**src/rtl/mpmc12_cache_load_agen_if.sv**
```systemverilog
// Bus between the read-data return path / fill requester and the cache load address generator.
// The slave modport is the generator's view; the master modport is the requester/return path.
interface mpmc12_cache_load_agen_if #(
  parameter int unsigned AW  = 32,
  parameter int unsigned SW  = 6,
  parameter int unsigned CHW = 3,
  parameter int unsigned XCW = 8
);
  logic           start;
  logic           ready;
  logic           abort;
  logic [AW-1:0]  base_addr;
  logic [SW-1:0]  num_strips;
  logic [CHW-1:0] chan_in;
  logic           wrap;
  logic           valid;
  logic           wr_en;
  logic [AW-1:0]  addr;
  logic [CHW-1:0] chan;
  logic           last;
  logic           done;
  logic [XCW-1:0] stray_cnt;

  modport slave (
    input  start, abort, base_addr, num_strips, chan_in, wrap, valid,
    output ready, wr_en, addr, chan, last, done, stray_cnt
  );

  modport master (
    output start, abort, base_addr, num_strips, chan_in, wrap, valid,
    input  ready, wr_en, addr, chan, last, done, stray_cnt
  );
endinterface

```
**src/rtl/mpmc12_cache_load_agen.sv**
```systemverilog
// Cache load (line-fill) write address generator for the mpmc12 controller.
// Latches an aligned base, beat count and channel on start, then steps one strip per
// accepted read-data beat. Beats arriving outside a fill are dropped and counted.
// Optional feature: define MPMC12_WRAP_BURST_EN to enable critical-strip-first wrapping
// bursts (wrap=1 with a power-of-two length); otherwise every burst is linear.
module mpmc12_cache_load_agen #(
  parameter int unsigned AW         = 32,
  parameter int unsigned LOG2_STRIP = 5,
  parameter int unsigned SW         = 6,
  parameter int unsigned CHW        = 3,
  parameter int unsigned XCW        = 8
) (
  input logic                     clk,
  input logic                     rst,
  mpmc12_cache_load_agen_if.slave bus
);

  // Width of the strip index (address bits above the strip offset).
  localparam int unsigned IW = AW - LOG2_STRIP;

  typedef enum logic [1:0] {StIdle, StLoad, StDone} state_e;

  state_e         state_q, state_d;
  logic [AW-1:0]  addr_q, addr_d;
  logic [CHW-1:0] chan_q, chan_d;
  logic [SW-1:0]  cnt_q, cnt_d;
  logic [SW-1:0]  num_q, num_d;
  logic [XCW-1:0] stray_q, stray_d;

  logic [IW-1:0]  idx_cur;
  logic [IW-1:0]  idx_inc;
  logic [IW-1:0]  idx_next;
  logic [IW-1:0]  step_mask;
  logic [IW-1:0]  start_mask;
  logic           is_last;

`ifdef MPMC12_WRAP_BURST_EN
  // Index bits allowed to count; the rest are held so the burst wraps inside its block.
  logic [IW-1:0] mask_q, mask_d;
  logic [SW:0]   burst_len;
  logic          len_pow2;

  // Wrapping applies only to power-of-two lengths; num_strips is then exactly the index mask.
  always_comb begin
    burst_len  = {1'b0, bus.num_strips} + (SW+1)'(1);
    len_pow2   = (burst_len & (burst_len - (SW+1)'(1))) == '0;
    start_mask = (bus.wrap && len_pow2) ? IW'(bus.num_strips) : '1;
  end

  assign step_mask = mask_q;
`else
  assign start_mask = '1;
  assign step_mask  = '1;
`endif

  // Next strip index: masked bits increment, unmasked bits stay put.
  always_comb begin
    idx_cur  = addr_q[AW-1:LOG2_STRIP];
    idx_inc  = idx_cur + IW'(1);
    idx_next = (idx_cur & ~step_mask) | (idx_inc & step_mask);
  end

  assign is_last       = (cnt_q == num_q);
  assign bus.ready     = (state_q == StIdle);
  assign bus.wr_en     = bus.valid && (state_q == StLoad);
  assign bus.last      = bus.wr_en && is_last;
  assign bus.done      = (state_q == StDone);
  assign bus.addr      = addr_q;
  assign bus.chan      = chan_q;
  assign bus.stray_cnt = stray_q;

  // Next-state logic for the fill FSM, address stepping and stray-beat counter.
  always_comb begin
    state_d = state_q;
    addr_d  = addr_q;
    chan_d  = chan_q;
    cnt_d   = cnt_q;
    num_d   = num_q;
    stray_d = stray_q;
`ifdef MPMC12_WRAP_BURST_EN
    mask_d  = mask_q;
`endif

    unique case (state_q)
      StIdle: begin
        // abort alongside start suppresses the start.
        if (bus.start && !bus.abort) begin
          state_d = StLoad;
          addr_d  = {bus.base_addr[AW-1:LOG2_STRIP], {LOG2_STRIP{1'b0}}};
          num_d   = bus.num_strips;
          chan_d  = bus.chan_in;
          cnt_d   = '0;
`ifdef MPMC12_WRAP_BURST_EN
          mask_d  = start_mask;
`endif
        end
      end
      StLoad: begin
        if (bus.abort) begin
          state_d = StIdle;
        end else if (bus.valid) begin
          if (is_last) begin
            // Address stays on the final strip.
            state_d = StDone;
          end else begin
            addr_d = {idx_next, {LOG2_STRIP{1'b0}}};
            cnt_d  = cnt_q + SW'(1);
          end
        end
      end
      StDone: begin
        state_d = StIdle;
      end
      default: begin
        state_d = StIdle;
      end
    endcase

    if (bus.valid && (state_q != StLoad) && (stray_q != '1)) begin
      stray_d = stray_q + XCW'(1);
    end
  end

  // State registers with synchronous active-high reset.
  always_ff @(posedge clk) begin
    if (rst) begin
      state_q <= StIdle;
      addr_q  <= '1;
      chan_q  <= '0;
      cnt_q   <= '0;
      num_q   <= '0;
      stray_q <= '0;
`ifdef MPMC12_WRAP_BURST_EN
      mask_q  <= '1;
`endif
    end else begin
      state_q <= state_d;
      addr_q  <= addr_d;
      chan_q  <= chan_d;
      cnt_q   <= cnt_d;
      num_q   <= num_d;
      stray_q <= stray_d;
`ifdef MPMC12_WRAP_BURST_EN
      mask_q  <= mask_d;
`endif
    end
  end

endmodule

```
**src/flat_wrapper.sv**
```systemverilog
// flat-port wrapper written by rule: the top's interface ports become plain ports
module mpmc12_cache_load_agen_flat 
#(
  parameter int unsigned AW         = 32,
  parameter int unsigned LOG2_STRIP = 5,
  parameter int unsigned SW         = 6,
  parameter int unsigned CHW        = 3,
  parameter int unsigned XCW        = 8
)
  (clk, rst, bus_start, bus_abort, bus_base_addr, bus_num_strips, bus_chan_in, bus_wrap, bus_valid, bus_ready, bus_wr_en, bus_addr, bus_chan, bus_last, bus_done, bus_stray_cnt);
  mpmc12_cache_load_agen_if #(.AW(AW), .SW(SW), .CHW(CHW), .XCW(XCW)) bus_i ();
  input logic clk;
  input logic rst;
  input wire logic [$bits(bus_i.start)-1:0] bus_start;
  input wire logic [$bits(bus_i.abort)-1:0] bus_abort;
  input wire logic [$bits(bus_i.base_addr)-1:0] bus_base_addr;
  input wire logic [$bits(bus_i.num_strips)-1:0] bus_num_strips;
  input wire logic [$bits(bus_i.chan_in)-1:0] bus_chan_in;
  input wire logic [$bits(bus_i.wrap)-1:0] bus_wrap;
  input wire logic [$bits(bus_i.valid)-1:0] bus_valid;
  output wire logic [$bits(bus_i.ready)-1:0] bus_ready;
  output wire logic [$bits(bus_i.wr_en)-1:0] bus_wr_en;
  output wire logic [$bits(bus_i.addr)-1:0] bus_addr;
  output wire logic [$bits(bus_i.chan)-1:0] bus_chan;
  output wire logic [$bits(bus_i.last)-1:0] bus_last;
  output wire logic [$bits(bus_i.done)-1:0] bus_done;
  output wire logic [$bits(bus_i.stray_cnt)-1:0] bus_stray_cnt;
  assign bus_i.start = bus_start;
  assign bus_i.abort = bus_abort;
  assign bus_i.base_addr = bus_base_addr;
  assign bus_i.num_strips = bus_num_strips;
  assign bus_i.chan_in = bus_chan_in;
  assign bus_i.wrap = bus_wrap;
  assign bus_i.valid = bus_valid;
  assign bus_ready = bus_i.ready;
  assign bus_wr_en = bus_i.wr_en;
  assign bus_addr = bus_i.addr;
  assign bus_chan = bus_i.chan;
  assign bus_last = bus_i.last;
  assign bus_done = bus_i.done;
  assign bus_stray_cnt = bus_i.stray_cnt;
  mpmc12_cache_load_agen #(.AW(AW), .LOG2_STRIP(LOG2_STRIP), .SW(SW), .CHW(CHW), .XCW(XCW)) u_core (.clk(clk), .rst(rst), .bus(bus_i));
endmodule
```
**config.mk**
```make
export PLATFORM = sky130hd
export DESIGN_NAME = mpmc12_cache_load_agen_flat
export DESIGN_NICKNAME = d
export VERILOG_FILES = /design/src/rtl/mpmc12_cache_load_agen_if.sv /design/src/rtl/mpmc12_cache_load_agen.sv /design/src/flat_wrapper.sv
export SDC_FILE = /design/constraint.sdc
export NUM_CORES = 1
export LEC_CHECK = 0
export CAP_MARGIN = 15
export CELL_PAD_IN_SITES_DETAIL_PLACEMENT = 1
export CELL_PAD_IN_SITES_GLOBAL_PLACEMENT = 1
export CORE_ASPECT_RATIO = 1.75
export CORE_MARGIN = 2
export CORE_UTILIZATION = 36
export DETAILED_ROUTE_END_ITERATION = 8
export PLACE_DENSITY = 0.95
export SLEW_MARGIN = 10
export SYNTH_ARGS = -nofsm -noshare
export SYNTH_HDL_FRONTEND = slang
export SYNTH_SLANG_ARGS = --single-unit
export TNS_END_PERCENT = 30
```
**constraint.sdc**
```tcl
create_clock -name clk -period 4.8 [get_ports clk]
set_input_delay 0.48 -clock clk [delete_from_list [all_inputs] [get_ports clk]]
set_output_delay 0.48 -clock clk [all_outputs]
set_load 0.01 [all_outputs]
```
==> results of run 1 <==
-- cells in the final DEF (no fill, tap or decap), types with 6 or more instances in the layout --
cell type,synthesis,final
a21oi_1,28,28
a22oi_1,8,8
clkdlybuf4s50_1,0,87
dfxtp_1,53,53
inv_1,9,9
nand2_1,45,45
nand3_1,15,15
nand4_1,8,8
nor2_1,36,36
nor3_1,8,8
o211ai_1,6,6
o21ai_0,28,28
o22ai_1,6,6
xnor2_1,11,11
-- registers in the layout (all words and copies together) (netlist names) --
register,count
u_core.bus.stray_cnt,8
u_core.bus.addr,28
u_core.num_q,6
u_core.state_q,2
u_core.cnt_q,6
u_core.bus.chan,3
-- final cells by class --
class | count | share of cell area
flip-flops and latches | 53 | 0.269
repair buffers | 92 | 0.230
clock buffers | 7 | 0.0362
inverters | 10 | 0.00952
well taps | 90 | 0.0286
multi-input cells | 280 | 0.426
-- routing by layer --
metal	vias to the layer above	routed length, um	global-route usage
met5	-	0	0
met4	0	310	0.125
met3	28	506	0.0375
met2	100	5540	0.428
met1	1576	3640	0.240
li1	1503	-	-
-- power by group --
part	switching, mW	total, mW	internal, mW	leakage (nW)
clock network	0.160	0.365	0.205	0.0700
logic	0.167	0.299	0.132	0.949
registers	0.0320	0.495	0.463	0.433
total	0.359	1.16	0.801	1.45
-- how the worst max path moves through the flow --
stage / start / to / slack, ns
after global placement: bus_valid / u_core.bus.addr[5] / 2.15
after detailed placement: bus_valid / u_core.cnt_q[5] / 2.07
after floorplan: u_core.bus.addr[5] / u_core.bus.addr[23] / 2.98
after CTS: u_core.cnt_q[3] / bus_last / 2.14
after global routing: u_core.cnt_q[3] / bus_last / 2.05
final: u_core.cnt_q[3] / bus_last / 2.17
-- metrics by stage --
| step | power, mW | hold slack (ns) | instances | utilization |
|---|---|---|---|---|
| 2_1_floorplan | 0.670 | 0.450 | 370 | - |
| 3_3_place_gp | 0.785 | 0.445 | 525 | 0.480 |
| 3_5_place_dp | 0.803 | 0.459 | 525 | 0.480 |
| 4_1_cts | 1.16 | 0.470 | 532 | 0.498 |
| 5_1_grt | 1.21 | 0.491 | 532 | 0.498 |
| 6_report | 1.16 | 0.463 | 532 | 0.498 |
-- logic make-up after synthesis --
kind of cell	count (synthesis)	share of synthesized area
flip-flops	53	0.365
adder cells (fa/ha/maj)	3	0.0129
buffers and inverters	37	0.0602
AO/OA/AOI/OAI	120	0.273
multiplexers	3	0.0103
AND/OR/NAND/NOR	141	0.240
XOR/XNOR	13	0.0392
-- worst max-delay path, cell delays in order, from the launching register on --
cell and delay, ns:
dfxtp_1 0.43, xnor2_1 0.16, nand4_2 0.30, nor2_1 0.28, nand2_1 0.10, inv_1 0.06, clkdlybuf4s50_1 0.52
==> metrics, run 1 <==
vias per cell 6.03; initial antenna violation count 0; CP endpoint kind output pin; Die X 71.9 um; final instance area approximately 3900 um2; setup slack after layout 2.17 ns; R2R setup slack 2.29 ns; Synth top cells by count dfxtp_1, nand2_1, nor2_1, a21oi_1, o21ai_0; Hold-fix buffers, CTS 0; Gate Count Post-Synth 370; crit path time final 2.63 ns; # port buffers 87; final hold violation count 0; Nets 492; most area-consuming cells after synthesis dfxtp_1, nand2_1, a21oi_1; total CTS buffers 5; Slew headroom 0.228; I/O pins 94; CP startpoint kind flip-flop; clk slew on worst S/H paths 0.07 ns; Peak VDD IR approximately 0.0002 V; Post-synth EDFFs 0; Fillers 956; # rows 43; Max Cap Violations 0; area share of the largest cell type after synthesis 0.365; post-synthesis sequential area ratio 0.365; power per cell area between 200 and 300 nW/um2; Worst Path Required approximately 4.3 ns; post-CTS resize count 0; CTS tree built; max frequency 380 MHz; share of flip-flops with an asynchronous set or reset 0; WHS Path Cells 2; GRT Util Overall 0.230; Clock Skew 0.00389 ns; post-route antenna net violation count 0; mean post-synth cell area ~8 um2; reg2reg path depth 5; H-tree levels 2; RSZ-0062 raised after global routing no; Worst Hold Class flip-flop to flip-flop; area growth from synthesis to layout 35.6%; DRT Pass-1 Iters 4; initial detailed-routing violation count 218; status finished clean; RePlAce Congestion between 0.7 and 0.8; Die ar. 8840 um2; first-pass GRT wire length 16.0 mm; number of remaining DRC errors 0; synth unique cells 57; YS warnings 0; Min-Delay Endpoint u_core.bus.chan[2]; die span in y around 120 um; Leak 1.45 nW; pin count of the biggest net entering global routing 36; register area 1060 um2; antenna cell count 0; pre-CTS setup slack ~2.1 ns; Synth Flop Type dfxtp_1; global route overflow 0; Initial Util 0.368; routed len/inst roughly 19 um; core box area around 8000 um2; clk buf depth 2; HPWL Detailed 7.15 mm; number of vias in the routed layout between 3,000 and 4,000; Worst EP arrival 2.15 ns; final slew viol count 0; Crit Path Category flip-flop to output pin; post-CTS setup buffer count 0; Final period util 0.549; # clock sinks 53; r2r endpoint u_core.bus.addr[28]; Final Setup Violations 0; later-pin clock latency in the skew report about 0.29 ns; area of the multi-input gates about 1700 um2; vias in the first global route 3,414; Worst Hold Launch u_core.bus.chan[2]; ratio of cells with drive above 1 in the final layout 0.0475; Post-Syn Area about 2900 um2; Yosys top cell by area dfxtp_1; most frequent cell after synthesis dfxtp_1; setup TNS 0 ns; Yosys reg bits 53; clk root buf clkbuf_16; final wirelength 10.0 mm; r2r startpoint u_core.cnt_q[3]; Worst Path Max Fanout 9; DP Area 3800 um2; Least-Margin Pin Slew 1.16 ns; synthesized net count between 400 and 500
Note: power is estimated with default switching activity, not from simulation.
==> run 2, diff against run 1 <==
--- a/config.mk
+++ b/config.mk
@@ -10,9 +10,9 @@
 export CELL_PAD_IN_SITES_GLOBAL_PLACEMENT = 1
 export CORE_ASPECT_RATIO = 1.75
 export CORE_MARGIN = 2
-export CORE_UTILIZATION = 36
+export CORE_UTILIZATION = 30
 export DETAILED_ROUTE_END_ITERATION = 8
-export PLACE_DENSITY = 0.95
+export PLACE_DENSITY = 0.86
 export SLEW_MARGIN = 10
 export SYNTH_ARGS = -nofsm -noshare
 export SYNTH_HDL_FRONTEND = slang
==> constraint.sdc (replaced) <==
create_clock -name clk -period 2.4 [get_ports clk]
set_input_delay 0.24 -clock clk [delete_from_list [all_inputs] [get_ports clk]]
set_output_delay 0.24 -clock clk [all_outputs]
set_load 0.01 [all_outputs]
==> metrics, run 2 (synthesized netlist as in run 1, its figures left out) <==
Worst EP arrival 2.04 ns (was 2.15 ns); internal power 1.75 mW (was 0.801 mW); Total Power 2.49 mW (was 1.16 mW); Crit Path Category flip-flop to output pin (unchanged); # clock sinks 53 (unchanged); Max Cap Violations 0 (unchanged); H-tree levels 2 (unchanged); Slew headroom 0.532 (was 0.228); area growth from synthesis to layout 42.9% (was 35.6%); Hold-fix buffers, CTS 0 (unchanged); clk buf depth 2 (unchanged); Nets 507 (was 492); later-pin clock latency in the skew report 0.30 ns (was 0.29 ns); Peak VDD IR 0.000329 V (was 0.000201 V); CP top delay family buffers and inverters (was simple AND/OR/NAND/NOR gates); Final Setup Violations 0 (unchanged); global route overflow 0 (unchanged); initial antenna violation count 0 (unchanged); CP cell instances xnor2_1 -> nand4_4 -> nor2_1 -> nand2_1 -> inv_1 -> clkdlybuf4s50_1 (was xnor2_1 -> nand4_2 -> nor2_1 -> nand2_1 -> inv_1 -> clkdlybuf4s50_1); Die ar. 10,500 um2 (was 8840 um2); vias in the first global route 3,431 (was 3,414); Worst Path Required 2.16 ns (was 4.32 ns); total CTS buffers 5 (unchanged); Slowest-stage cell, CP clkdlybuf4s50_1 (unchanged); post-CTS setup buffer count 0 (unchanged); Worst Hold Class flip-flop to flip-flop (unchanged); setup TNS 0 ns (unchanged); Clock Power Share 0.344 (was 0.315); crit path buf inv count 2 (unchanged); power per cell area 599 nW/um2 (was 294 nW/um2); core box area 9470 um2 (was 7910 um2); CP startpoint kind flip-flop (unchanged); CP peak stage delay 0.53 ns (was 0.52 ns); final slew viol count 0 (unchanged); DRT Pass-1 Iters 4 (unchanged); die span in y 134 um (was 123 um); number of remaining DRC errors 0 (unchanged); NetSw 0.735 mW (was 0.359 mW); Least-Margin Pin Slew 0.700 ns (was 1.16 ns); # rows 47 (was 43); CTS tree built (unchanged); vias per cell 5.58 (was 6.03); GRT Util Overall 0.192 (was 0.230); sw frac 0.295 (was 0.309); Fillers 1,146 (was 956); pin count of the biggest net entering global routing 35 (was 36); RSZ-0062 raised after global routing no (unchanged); sequential share of power 0.398 (was 0.427); number of flip-flops in the largest register 28 (unchanged); ratio of cells with drive above 1 in the final layout 0.0830 (was 0.0475); I/O pins 94 (unchanged); area of the multi-input gates 1700 um2 (was 1680 um2); first-pass GRT wire length 16.4 mm (was 16.0 mm); clk root buf clkbuf_16 (unchanged); final core occ 0.439 (was 0.498); Final period util 0.952; # port buffers 87 (unchanged); number of vias in the routed layout 3,237 (was 3,207); initial detailed-routing violation count 169 (was 218); Clock Skew 0.00653 ns (was 0.00389 ns); final wirelength 9.88 mm (was 10.0 mm); status finished clean (unchanged); final hold violation count 0 (unchanged); RePlAce Congestion 0.801 (was 0.789); post-route antenna net violation count 0 (unchanged); Initial Util 0.307 (was 0.368); CP endpoint kind output pin (unchanged); Leak 1.55 nW (was 1.45 nW); HPWL Detailed 7.42 mm (was 7.15 mm); crit path time final 2.28 ns; routed len/inst 17.0 um (was 18.8 um); antenna cell count 0 (unchanged); register area 1060 um2 (unchanged); clk slew on worst S/H paths 0.07 ns (about the same); commonest non-fill, non-tap cell in the layout clkdlybuf4s50_1 (unchanged); Die X 78.4 um (was 71.9 um); Min Hold Slack 0.463 ns (about the same); Gate power share 0.258 (about the same); most frequent cells in the layout clkdlybuf4s50_1, dfxtp_1, nand2_1, nor2_1 (unchanged); max frequency around 440 MHz; Worst Path Max Fanout 9 (unchanged)
-- run 2: metal layers --
metal / global-route usage / wire, um / share of wire
met5: 0 / 0 / 0
met4: 0.0682 / 167 / 0.017
met3: 0.0289 / 326 / 0.033
met2: 0.380 / 5570 / 0.56
met1: 0.199 / 3820 / 0.39
-- run 2: metrics by stage --
step / instances / worst slack (ns) / area, um2
floorplan: 370 / 0.582 / 2910
global placement: 572 / 0.294 / 3970
detailed placement: 572 / 0.219 / 3970
CTS: 580 / 0.0345 / 4140
global route: 580 / 0.0118 / 4150
finish: 580 / 0.116 / 4150
-- run 2: worst paths after layout --
path | from | to | slack (ns) | depth (start not counted)
setup / recovery | u_core.cnt_q[4] | bus_last | 0.12 | 6
hold / removal | u_core.bus.chan[2] | u_core.bus.chan[2] | 0.46 | 2
setup reg to reg | u_core.bus.addr[10] | u_core.bus.addr[24] | 0.29 | 5
hold reg to reg | u_core.bus.chan[2] | u_core.bus.chan[2] | 0.46 | 2
-- run 2: timing repair --
action / 4_1_cts / 5_1_grt
endpoints found under the hold margin: 0 / 0
resized for setup: 0 / 2
endpoints found under the setup margin: 0 / 1
-- run 2: worst register-to-register path: stages, from the launching register on --
cell       delay (ns)
dfxtp_1          0.47
nand4_2          0.28
nor4_4           0.59
o2111ai_1        0.26
a211o_1          0.34
o211ai_1         0.09
-- run 2: power groups by stage --
| stage | clock network [mW] | logic (mW) | registers (mW) |
|---|---|---|---|
| after floorplan | 0 | 0.330 | 1.01 |
| after global placement | 0 | 0.616 | 1.01 |
| after detailed placement | 0 | 0.638 | 1.01 |
| after CTS | 0.877 | 0.641 | 0.990 |
| after global routing | 0.903 | 0.701 | 0.998 |
| final | 0.856 | 0.641 | 0.992 |
-- run 2: layout make-up --
type                            count  share of cell area
Timing Repair Buffer              107               0.249
Inverter                           10             0.00904
Multi-Input combinational cell    280               0.408
Clock buffer                        7              0.0343
Tap cell                          122              0.0367
Sequential cell                    53               0.255
Clock inverter                      1             0.00723
